[config.mk]
export PLATFORM = sky130hd
export DESIGN_NAME = axi_lite_rr_master
export DESIGN_NICKNAME = d
export VERILOG_FILES = /design/src/rtl/axi_lite_rr_master.sv
export SDC_FILE = /design/constraint.sdc
export NUM_CORES = 1
export LEC_CHECK = 0
export CAP_MARGIN = 20
export CORE_MARGIN = 4
export CORE_UTILIZATION = 38
export CTS_CLUSTER_DIAMETER = 30
export DETAILED_ROUTE_END_ITERATION = 10
export PLACE_DENSITY_LB_ADDON = 0.2
export SYNTH_ARGS = -nofsm -noshare
export SYNTH_HDL_FRONTEND = slang
export SYNTH_SLANG_ARGS = --single-unit
[constraint.sdc]
create_clock -name ACLK -period 1.82 [get_ports ACLK]
set_input_delay 0.455 -clock ACLK [delete_from_list [all_inputs] [get_ports ACLK]]
set_output_delay 0.455 -clock ACLK [all_outputs]
set_load 0.01 [all_outputs]
[src/rtl/axi_lite_rr_master.sv]
// Two-requester round-robin front end for a single AXI4-Lite master port.
// One transaction is in flight at a time. The winner's payload is captured
// at grant and replayed onto the AXI channels. Completion is reported with a
// one-cycle REQ_DONE pulse plus the shared REQ_RESP / REQ_RDATA registers.
module axi_lite_rr_master (
   input  logic        ACLK,
   input  logic        ARESET,
   input  logic [1:0]  REQ_VALID,
   input  logic [1:0]  REQ_WRITE,
   input  logic [7:0]  REQ_ADDR,
   input  logic [63:0] REQ_WDATA,
   output logic [1:0]  REQ_DONE,
   output logic [31:0] REQ_RDATA,
   output logic [1:0]  REQ_RESP,
   output logic [3:0]  M_AWADDR,
   output logic        M_AWVALID,
   input  logic        M_AWREADY,
   output logic [31:0] M_WDATA,
   output logic        M_WVALID,
   input  logic        M_WREADY,
   input  logic [1:0]  M_BRESP,
   input  logic        M_BVALID,
   output logic        M_BREADY,
   output logic [3:0]  M_ARADDR,
   output logic        M_ARVALID,
   input  logic        M_ARREADY,
   input  logic [31:0] M_RDATA,
   input  logic        M_RVALID,
   output logic        M_RREADY,
   input  logic [1:0]  M_RRESP
);

   localparam logic [2:0] IDLE    = 3'd0;
   localparam logic [2:0] WR_ADDR = 3'd1;
   localparam logic [2:0] WR_RESP = 3'd2;
   localparam logic [2:0] RD_ADDR = 3'd3;
   localparam logic [2:0] RD_DATA = 3'd4;

   logic [2:0]  state;
   logic        last_ptr;
   logic        grant_idx;
   logic [3:0]  lat_addr;
   logic [31:0] lat_wdata;
   logic        aw_done;
   logic        w_done;
   logic [1:0]  eligible;
   logic        winner;
   logic        aw_hs;
   logic        w_hs;
   logic [1:0]  grant_onehot;

   // A requester whose REQ_DONE is high this cycle is still holding REQ_VALID
   // for one more cycle, so it is masked out; on a tie the one not served last wins.
   always_comb begin
      eligible = REQ_VALID & ~REQ_DONE;
      winner   = 1'b0;
      if (eligible == 2'b11) begin
         winner = ~last_ptr;
      end else begin
         winner = eligible[1];
      end
   end

   // Channel handshake signals decode directly from the FSM state and the
   // per-channel "already accepted" flags, so AW and W drop independently.
   assign M_AWVALID    = (state == WR_ADDR) && !aw_done;
   assign M_WVALID     = (state == WR_ADDR) && !w_done;
   assign M_BREADY     = (state == WR_RESP);
   assign M_ARVALID    = (state == RD_ADDR);
   assign M_RREADY     = (state == RD_DATA);
   assign M_AWADDR     = lat_addr;
   assign M_ARADDR     = lat_addr;
   assign M_WDATA      = lat_wdata;
   assign aw_hs        = M_AWVALID && M_AWREADY;
   assign w_hs         = M_WVALID && M_WREADY;
   assign grant_onehot = grant_idx ? 2'b10 : 2'b01;

   // Transaction FSM: grant and capture in IDLE, walk the AXI channels, then
   // report completion and advance the round-robin pointer.
   always_ff @(posedge ACLK) begin
      if (ARESET) begin
         state     <= IDLE;
         last_ptr  <= 1'b1;
         grant_idx <= 1'b0;
         lat_addr  <= 4'h0;
         lat_wdata <= 32'h0;
         aw_done   <= 1'b0;
         w_done    <= 1'b0;
         REQ_DONE  <= 2'b00;
         REQ_RDATA <= 32'h0;
         REQ_RESP  <= 2'b00;
      end else begin
         REQ_DONE <= 2'b00;
         case (state)
            IDLE: begin
               if (eligible != 2'b00) begin
                  grant_idx <= winner;
                  lat_addr  <= winner ? REQ_ADDR[7:4] : REQ_ADDR[3:0];
                  lat_wdata <= winner ? REQ_WDATA[63:32] : REQ_WDATA[31:0];
                  aw_done   <= 1'b0;
                  w_done    <= 1'b0;
                  state     <= REQ_WRITE[winner] ? WR_ADDR : RD_ADDR;
               end
            end
            WR_ADDR: begin
               if (aw_hs) begin
                  aw_done <= 1'b1;
               end
               if (w_hs) begin
                  w_done <= 1'b1;
               end
               if ((aw_done || aw_hs) && (w_done || w_hs)) begin
                  state <= WR_RESP;
               end
            end
            WR_RESP: begin
               if (M_BVALID) begin
                  REQ_RESP <= M_BRESP;
                  REQ_DONE <= grant_onehot;
                  last_ptr <= grant_idx;
                  state    <= IDLE;
               end
            end
            RD_ADDR: begin
               if (M_ARREADY) begin
                  state <= RD_DATA;
               end
            end
            RD_DATA: begin
               if (M_RVALID) begin
                  REQ_RDATA <= M_RDATA;
                  REQ_RESP  <= M_RRESP;
                  REQ_DONE  <= grant_onehot;
                  last_ptr  <= grant_idx;
                  state     <= IDLE;
               end
            end
            default: begin
               state <= IDLE;
            end
         endcase
      end
   end

endmodule

==> results of run 1 <==
-- registers in the layout, indices dropped and copies added (netlist names) --
register and flops:
REQ_RESP 2, REQ_RDATA 32, M_WDATA 32, state 3, aw_done 1, w_done 1
last_ptr 1, M_ARADDR 4, REQ_DONE 2, grant_idx 1
-- cell type report --
type                       count  area share
clock inverter                 7      0.0109
timing repair buffer         225       0.384
tap                          108      0.0232
multi-input combinational    220       0.285
sequential                    79       0.272
inverter                       4     0.00257
clock buffer                   9      0.0212
-- power by group through the flow --
stage	clock (mW)	combinational [mW]	sequential [mW]
CTS	1.30	1.48	2.03
global placement	0	1.46	2.06
finish	1.25	1.45	2.03
detailed placement	0	1.49	2.06
global route	1.37	1.56	2.05
floorplan	0	0.608	2.13
-- worst min-delay path by stage --
stage | start | to
CTS | REQ_RDATA[18] | REQ_RDATA[18]
detailed placement | REQ_RDATA[29] | REQ_RDATA[29]
floorplan | grant_idx | REQ_DONE[0]
finish | REQ_RDATA[22] | REQ_RDATA[22]
global placement | REQ_RDATA[3] | REQ_RDATA[3]
global route | REQ_RDATA[29] | REQ_RDATA[29]
-- metal layers --
metal	vias up	global-route usage	wire, um
met5	-	0	0
met2	134	0.332	4930
li1	1581	-	-
met1	1433	0.190	3660
met3	11	0.0765	1300
met4	0	0.0538	124
-- kinds of logic (layout without fill, tap and decap cells) --
kind of cell           Yosys count  count (layout)  share of synthesized area
and+or+nand+nor                 94              94                      0.124
AOI/OAI and AO/OA               89              89                      0.246
DFF                             79              79                      0.461
muxes                           37              37                      0.108
buffers and inverters           31             245                     0.0602
-- timing repair --
item                                    4_1_cts  5_1_grt
endpoints found under the setup margin        5        8
resized for setup                             8       12
buffers inserted                              0        0
cloned                                        0        0
-- worst reg2reg max path: cells and delay by family, from the launching register on --
kind / cells / cell delay [ps]
buffers and inverters: 2 / 350
and+or+nand+nor: 2 / 540
DFF: 1 / 360
AOI/OAI and AO/OA: 2 / 310
-- through the flow --
stage,hold slack (ps),TNS [ps]
3_5_place_dp,447,-8080
4_1_cts,458,0
6_report,456,0
3_3_place_gp,441,-6050
2_1_floorplan,432,0
5_1_grt,472,0
-- cells in the final DEF (no fill, tap or decap), types with 2 or more instances in the layout --
cell type        netlist  final
a21oi_1               39     39
a221oi_1               2      2
a2bb2oi_1              2      2
buf_12                 0      6
buf_4                 11     20
clkbuf_2               0      4
clkbuf_8               0      9
clkdlybuf4s50_1        0    193
clkinv_2               0      5
dfxtp_1               79     75
dfxtp_2                0      3
inv_1                  4      4
mux2i_1               36     36
nand2_1               68     68
nand2b_1               3      3
nor2_1                 8      7
nor2b_1                3      2
nor3_1                 2      2
o21ai_0                4      4
o2bb2ai_1              6      6
o2bb2ai_2             27     27
o2bb2ai_4              3      3
==> results.md, run 1 <==
- Worst setup path endpoint: M_WDATA[6]
- Clock skew: between 9 and 10 ps
- RSZ-0062 raised after global routing: no
- Synth area leaders: dfxtp_1, o2bb2ai_2, mux2i_1
- Placed Area: roughly 5700 um2
- Sw frac: 0.284
- Core outline area: approximately 9000 um2
- Worst-Skew Late Latency: 340 ps
- RR Endpoint: M_WDATA[18]
- Synth area leader: dfxtp_1
- Die Y-Extent: 103 um
- First-pass GRT wire length: between 15000 and 20000 um
- Commonest cells in the netlist: dfxtp_1, nand2_1, a21oi_1
- Total GRT Usage: 0.182
- Clock-pin slew on the worst setup and hold paths: 80 ps
- Congestion Overflow GR: 0
- Worst Setup SP: M_WDATA[6]
- Crit. End Element: output port
- Routability-driven placement congestion ratio: between 0.7 and 0.8
- CTS Buf Count: 9
- Via density: a little under 5
- Worst Path Max Fanout: 2
- Inst Count DP: between 600 and 700
- Post-cts hold buffer count: 0
- Combinational fraction of design power: 0.307
- Initial Utilization: 0.391
- Seq/Total Area, Yosys: 0.461
- First-pass detailed-route iteration total: 4
- Count leader, synth: dfxtp_1
- Clock sink count: between 70 and 80
- Crit-path cells: clkdlybuf4s50_1
- Final WS setup: slightly below 70 ps
- Avg WL per Cell: ~15 um
- Setup CP Type: reg -> out
- Syn Nets: between 400 and 500
- Hold Path Class: reg -> reg
- # diodes: 0
- Peak supply drop: ~0.57 mV
- Final Core Density: 0.666
- Family with the most delay on the worst path: buffers and inverters
- Cells on worst reg2reg path: 6
- Crit-path slowest cell: clkdlybuf4s50_1
- MaxCap Viol Count: 0
- DRT antenna net count: 0
- Slew Viols, Final: 0
- Final setup viols: 0
- Worst R2R Setup Slack: between 150 and 200 ps
- Fin area: approximately 6000 um2
- Clock Power Share: 0.263
- Die area: roughly 11000 um2
- Post-Syn Instances: 330
- Post-DP HPWL: 7860 um
- CP bufs+invs: 1
- Mapped cell area: around 3400 um2
- Top-area cell type share of the netlist area: 0.461
- Status: complete, no violations
- Row count: 34
- P_leak: roughly 2.3 nW
- Int Pwr: between 3 and 4 mW
- Initial antenna violation count: 0
- Final non-filler cell total: around 650
- Post-layout nets: around 660
- # fillers: ~700
- Vias in the first global route: between 3000 and 4000
- Clock tree from TritonCTS: built
- Yosys warnings: 0
- DR iter-0 viols: 84
- Place WS: -223 ps
- Flip-flop and latch count after synthesis: between 70 and 80
- Hold Vio Cnt, Final: 0
- Reg2reg start: state[1]
- Top Ports: 200
- Total Power: between 4 and 5 mW
- Layout cell share with drive strength beyond 1: 0.165
- Max incr delay on CP: 590 ps
- Seq pwr share: 0.430
- Hold Path Depth: 2
- Final period util: 0.962
- Clock tree buffer depth: 2
- Syn Area/Cell: roughly 10 um2
- Register area: between 1500 and 2000 um2
- Critical path depth: 1
- Ys async rst share: 0
- Area of the multi-input gates: about 1700 um2
- Largest net degree at the start of global routing: 36
- WP data required: about 1400 ps
- Fin crit period: 1750 ps
- Critical Path AT: ~1300 ps
- DRT Wirelength: between 10000 and 15000 um
- Buffers added on ports: slightly below 200
- Top FF cell, synth: dfxtp_1
- Netlist cell types: 37
- Residual DRC: 0
- Vias: ~3200
- Root buffer cell: clkbuf_8
- EDFF count, synth: 0
- Critical path startpoint category: flip-flop
- Die Wd: a little over 100 um
- Fmax: between 500 and 600 MHz
- Slew @ Worst Pin: around 330 ps
- H-tree levels: 3
- Total net switching power: between 1 and 1.5 mW
- Rel. slew slack: 0.776
- Pwr/cell area: 810 nW/um2
- Syn-to-layout area delta: 70.2%
(Power assumes the default switching activity.)
==> run 2, diff against run 1 <==
--- a/config.mk
+++ b/config.mk
@@ -11,6 +11,7 @@
 export CTS_CLUSTER_DIAMETER = 30
 export DETAILED_ROUTE_END_ITERATION = 10
 export PLACE_DENSITY_LB_ADDON = 0.2
+export SETUP_SLACK_MARGIN = 0.15
 export SYNTH_ARGS = -nofsm -noshare
 export SYNTH_HDL_FRONTEND = slang
 export SYNTH_SLANG_ARGS = --single-unit
==> results.md, run 2 (synthesized netlist as in run 1, its figures left out) <==
- Status: complete, no violations
- Post-CTS setup buffers: 0 (unchanged)
- Vias: 3133 (-0.82%)
- Clock skew: 10.2 ps (+0.599 ps)
- CP bufs+invs: 2 (+1)
- Fin area: 5760 um2 (-1.2%)
- Final setup viols: 0 (unchanged)
- Worst Path Max Fanout: 5 (+3)
- Fmax: 603 MHz (+5.6%)
- Die Wd: 103 um (unchanged)
- Total Power: 4.64 mW (-1.8%)
- Die area: 10600 um2 (unchanged)
- Routability-driven placement congestion ratio: 0.736 (unchanged)
- Die Y-Extent: 103 um (unchanged)
- Layout cell share with drive strength beyond 1: 0.173 (+0.00735)
- # diodes: 0 (unchanged)
- First-pass detailed-route iteration total: 4 (unchanged)
- Most common cell after layout, fill and taps aside: clkdlybuf4s50_1
- Syn-to-layout area delta: 68.1%
- Hold Vio Cnt, Final: 0 (unchanged)
- Family with the most delay on the worst path: flip-flops
- Clock-pin slew on the worst setup and hold paths: 80 ps (about the same)
- Initial antenna violation count: 0 (unchanged)
- Placed Area: 5660 um2 (unchanged)
- Clock tree buffer depth: 2 (unchanged)
- Post-layout nets: 658 (unchanged)
- MaxCap Viol Count: 0 (unchanged)
- Total GRT Usage: 0.182 (-0.000562)
- Critical Path AT: 1200 ps (-100 ps)
- Avg WL per Cell: 15.4 um (about the same)
- DR iter-0 viols: 74 (-12%)
- Root buffer cell: clkbuf_8
- DRT Wirelength: 10000 um (about the same)
- CTS Buf Count: 9 (unchanged)
- Residual DRC: 0 (unchanged)
- Vias in the first global route: 3182 (-0.063%)
- Clock sink count: 79 (unchanged)
- Buffers added on ports: 199 (unchanged)
- Hold Path Class: reg -> reg
- Top Usage Layer GRT: met2
- Slew Viols, Final: 0 (unchanged)
- Critical path startpoint category: flip-flop
- Setup CP Type: reg -> out
- Initial Utilization: 0.391 (unchanged)
- GRT met3 Usage: 0.0744 (-0.00203)
- Post-cts hold buffer count: 0 (unchanged)
- Final non-filler cell total: 652 (unchanged)
- Rel. slew slack: 0.777 (+0.000970)
- Pwr/cell area: 805 nW/um2 (-0.63%)
- Sum Neg Setup Slack: 0 ps (unchanged)
- Crit. End Element: output port
- Largest net degree at the start of global routing: 36 (unchanged)
- Final period util: 0.911 (-0.0512)
- Core outline area: 8760 um2 (unchanged)
- Clock tree from TritonCTS: built
- # fillers: 741 (+5.6%)
- Via density: 4.81 (-0.82%)
- Crit-path slowest cell: dfxtp_4
- Most frequent cells in the layout: clkdlybuf4s50_1, dfxtp_1, dlygate4sd2_1, nand2_1, a21oi_1
- Inst Count DP: 636 (unchanged)
- Grt met1 use: 0.190 (-0.000416)
- Post-DP HPWL: 7860 um (unchanged)
- WP data required: 1360 ps (about the same)
- First-pass GRT wire length: 15100 um (-0.28%)
- Slew @ Worst Pin: 327 ps (-1.42 ps)
- Congestion Overflow GR: 0 (unchanged)
- DRT antenna net count: 0 (unchanged)
- Max incr delay on CP: 370 ps (-220 ps)
- H-tree levels: 3 (unchanged)
- Fin crit period: 1660 ps (-93.2 ps)
- RSZ-0062 raised after global routing: yes
- Worst-Skew Late Latency: 340 ps (about the same)
- Peak supply drop: 0.568 mV (-0.62%)
- Top Ports: 200 (unchanged)
- Row count: 34 (unchanged)
- P_leak: 2.60 nW (+15%)
- Crit-path cells: buf_4, nor3b_4, buf_6
- Met2 usage: 0.330 (-0.00148)
==> run 2: path summary, 6_finish.rpt <==
check	slack, ps	cells past startpoint	to	start
max	160	3	M_RREADY	state[1]
min	450	2	REQ_RDATA[20]	REQ_RDATA[20]
max reg2reg	250	6	M_WDATA[19]	state[1]
min reg2reg	450	2	REQ_RDATA[20]	REQ_RDATA[20]
==> run 2: area by class of cell <==
cell class | count | area [um2] | area share
Timing Repair Buffer | 225 | 2150 | 0.373
Multi-Input combinational cell | 220 | 1690 | 0.292
Sequential cell | 79 | 1590 | 0.276
Tap cell | 108 | 135 | 0.0234
Clock buffer | 9 | 124 | 0.0215
Clock inverter | 7 | 63.8 | 0.0111
Inverter | 4 | 15.0 | 0.00260
==> run 2: stage by stage <==
| step | hold slack [ps] | utilization | worst slack [ps] |
|---|---|---|---|
| finish | 453 | 0.658 | 162 |
| global route | 469 | 0.658 | 74.0 |
| CTS | 455 | 0.657 | 48.1 |
| global placement | 441 | 0.645 | -168 |
| detailed placement | 447 | 0.645 | -223 |
| floorplan | 432 | - | 226 |
==> run 2: what timing repair did <==
item                                   CTS  global route
endpoints found under the hold margin    0             0
pin swaps                                0             1
setup endpoints to repair               84            41
gates resized for setup                 96            12
==> run 2: worst min-delay path: cells and delay by family (launching register included) <==
family             cells  cell delay (ps)
DFF                    1              310
and+or+nand+nor        1               50
AOI/OAI and AO/OA      1               50
==> run 2: metal layers <==
layer | wire [um] | vias to the layer above
li1 | - | 1581
met1 | 3670 | 1398
met2 | 4940 | 138
met3 | 1240 | 16
met4 | 166 | 0
met5 | 0 | -
==> run 2: power breakdown <==
| part | leakage [nW] | internal, mW | switching, mW |
|---|---|---|---|
| clock network | 0.103 | 0.624 | 0.625 |
| logic | 1.85 | 0.768 | 0.599 |
| registers | 0.645 | 1.90 | 0.126 |
==> run 3, diff against run 2 <==
--- a/config.mk
+++ b/config.mk
@@ -6,7 +6,7 @@
 export NUM_CORES = 1
 export LEC_CHECK = 0
 export CAP_MARGIN = 20
-export CORE_MARGIN = 4
+export CORE_MARGIN = 1.5
 export CORE_UTILIZATION = 38
 export CTS_CLUSTER_DIAMETER = 30
 export DETAILED_ROUTE_END_ITERATION = 10
==> constraint.sdc (replaced) <==
create_clock -name ACLK -period 1.82 [get_ports ACLK]
set_input_delay 0.364 -clock ACLK [delete_from_list [all_inputs] [get_ports ACLK]]
set_output_delay 0.364 -clock ACLK [all_outputs]
set_load 0.01 [all_outputs]
==> results.md, run 3 (synthesized netlist as in run 1, its figures left out) <==
- Residual DRC: 0 (unchanged)
- Placed Area: 5620 um2 (-0.58%)
- Die area: 9600 um2 (-9.5%)
- Clock sink count: 79 (unchanged)
- Max incr delay on CP: 570 ps (+200 ps)
- Root buffer cell: clkbuf_8
- Fin area: 5870 um2 (+1.9%)
- Die Wd: 98.0 um (-4.9%)
- Fin crit period: 1630 ps (-30.8 ps)
- Worst R2R Setup Slack: 300 ps (+50 ps)
- Final setup viols: 0 (unchanged)
- Reg2reg start: state[0]
- Routability-driven placement congestion ratio: 0.769 (+4.5%)
- Min-Delay Startpoint: REQ_RDATA[2]
- # diodes: 0 (unchanged)
- DRT Wirelength: 9750 um (-2.7%)
- Crit-path slowest cell: clkdlybuf4s50_1
- Vias in the first global route: 3108 (-2.3%)
- Clock tree buffer depth: 2 (unchanged)
- Worst-Skew Late Latency: 340 ps (about the same)
- WHS: 454 ps (+0.617 ps)
- MaxCap Viol Count: 0 (unchanged)
- # fillers: 698 (-5.8%)
- Layout cell share with drive strength beyond 1: 0.167 (-0.00613)
- Most common cell after layout, fill and taps aside: clkdlybuf4s50_1
- Total Power: 4.69 mW (+1.0%)
- Final period util: 0.894 (-0.0169)
- Hold Path Class: reg -> reg
- Cells on worst reg2reg path: 6 (unchanged)
- Slew Viols, Final: 0 (unchanged)
- DRT antenna net count: 0 (unchanged)
- Setup CP Type: reg -> out
- Hold Vio Cnt, Final: 0 (unchanged)
- Top Ports: 200 (unchanged)
- Hold Path Depth: 2 (unchanged)
- Die Y-Extent: 98.0 um (-4.9%)
- Clock skew: 5.23 ps (-4.95 ps)
- RSZ-0062 raised after global routing: yes
- Family with the most delay on the worst path: buffers and inverters
- Via density: 4.86 (+1.2%)
- Total GRT Usage: 0.199 (+0.0174)
- First-pass GRT wire length: 15500 um (+2.7%)
- Worst Path Max Fanout: 2 (-3)
- Area of the multi-input gates: 1680 um2 (about the same)
- Initial antenna violation count: 0 (unchanged)
- P_leak: 2.36 nW (-9.3%)
- Register area: 1600 um2 (+0.47%)
- WP data required: 1460 ps (+100 ps)
- Critical path startpoint category: flip-flop
- Crit. End Element: output port
- Clock tree from TritonCTS: built
- Vias: 3152 (+0.61%)
- Congestion Overflow GR: 0 (unchanged)
- Core outline area: 8720 um2 (-0.49%)
- Fmax: 614 MHz (+1.9%)
- Syn-to-layout area delta: 71.3%
- Final non-filler cell total: 648 (-0.61%)
- Status: complete, no violations
- Inst Count DP: 630 (-0.94%)
- Pwr/cell area: 798 nW/um2 (-0.85%)
- Buffers added on ports: 199 (unchanged)
- Post-DP HPWL: 7530 um (-4.2%)
- Crit-path cells: clkdlybuf4s50_1
- DR iter-0 viols: 89 (+20%)
- Avg WL per Cell: 15.0 um (-2.1%)
- Most frequent cells in the layout: clkdlybuf4s50_1, dfxtp_1, nand2_1, a21oi_1, mux2i_1
- Largest net degree at the start of global routing: 33 (-8.3%)
- Post-cts hold buffer count: 0 (unchanged)
- Slew @ Worst Pin: 352 ps (+25.2 ps)
- RR Endpoint: M_WDATA[18]
- Critical Path AT: 1260 ps (+60 ps)
- Row count: 34 (unchanged)
- Post-layout nets: 654 (-0.61%)
- Clock-pin slew on the worst setup and hold paths: 80 ps (about the same)
- Peak supply drop: 0.386 mV (-32%)
- Sum Neg Setup Slack: 0 ps (unchanged)
- Rel. slew slack: 0.759 (-0.0172)
- CTS Buf Count: 9 (unchanged)
- H-tree levels: 3 (unchanged)
- Initial Utilization: 0.393 (+0.00191)
- Worst Hold End: REQ_RDATA[2]
- First-pass detailed-route iteration total: 4 (unchanged)
- CP bufs+invs: 1 (-1)
## run 3: cell type report
cell class | count | share of cell area
Clock inverter | 5 | 0.00554
Multi-Input combinational cell | 220 | 0.287
Tap cell | 108 | 0.0230
Timing Repair Buffer | 221 | 0.384
Inverter | 4 | 0.00256
Sequential cell | 79 | 0.272
Clock buffer | 11 | 0.0258
## run 3: power by group
group / internal [mW] / switching (mW)
Sequential: 1.90 / 0.138
Combinational: 0.869 / 0.586
Clock: 0.565 / 0.629
## run 3: how the worst max path moves through the flow
stage	start	end	slack (ps)	depth (start not counted)
4_1_cts	state[0]	M_RREADY	100	3
3_5_place_dp	REQ_VALID[1]	M_WDATA[20]	-120	6
3_3_place_gp	REQ_VALID[1]	M_WDATA[18]	-80	6
5_1_grt	state[2]	M_AWVALID	120	4
2_1_floorplan	REQ_DONE[1]	M_ARADDR[1]	280	5
6_report	M_WDATA[23]	M_WDATA[23]	190	1
## run 3: per-layer routing
metal,vias up,GRT usage,share of wire
met5,-,0,0
met4,0,0.0758,0.021
met3,18,0.0623,0.089
met2,142,0.340,0.48
met1,1426,0.233,0.41
li1,1566,-,-
## run 3: what timing repair did
item	in CTS	in global routing
endpoints found under the hold margin	0	0
endpoints found under the setup margin	13	15
buffers inserted	0	2
pin swaps	0	1
resized for setup	29	15
## run 3: metrics by stage
step,utilization,setup WS [ps]
2_1_floorplan,-,282
3_3_place_gp,0.645,-77.2
3_5_place_dp,0.645,-119
4_1_cts,0.669,99.0
5_1_grt,0.673,121
6_report,0.673,192
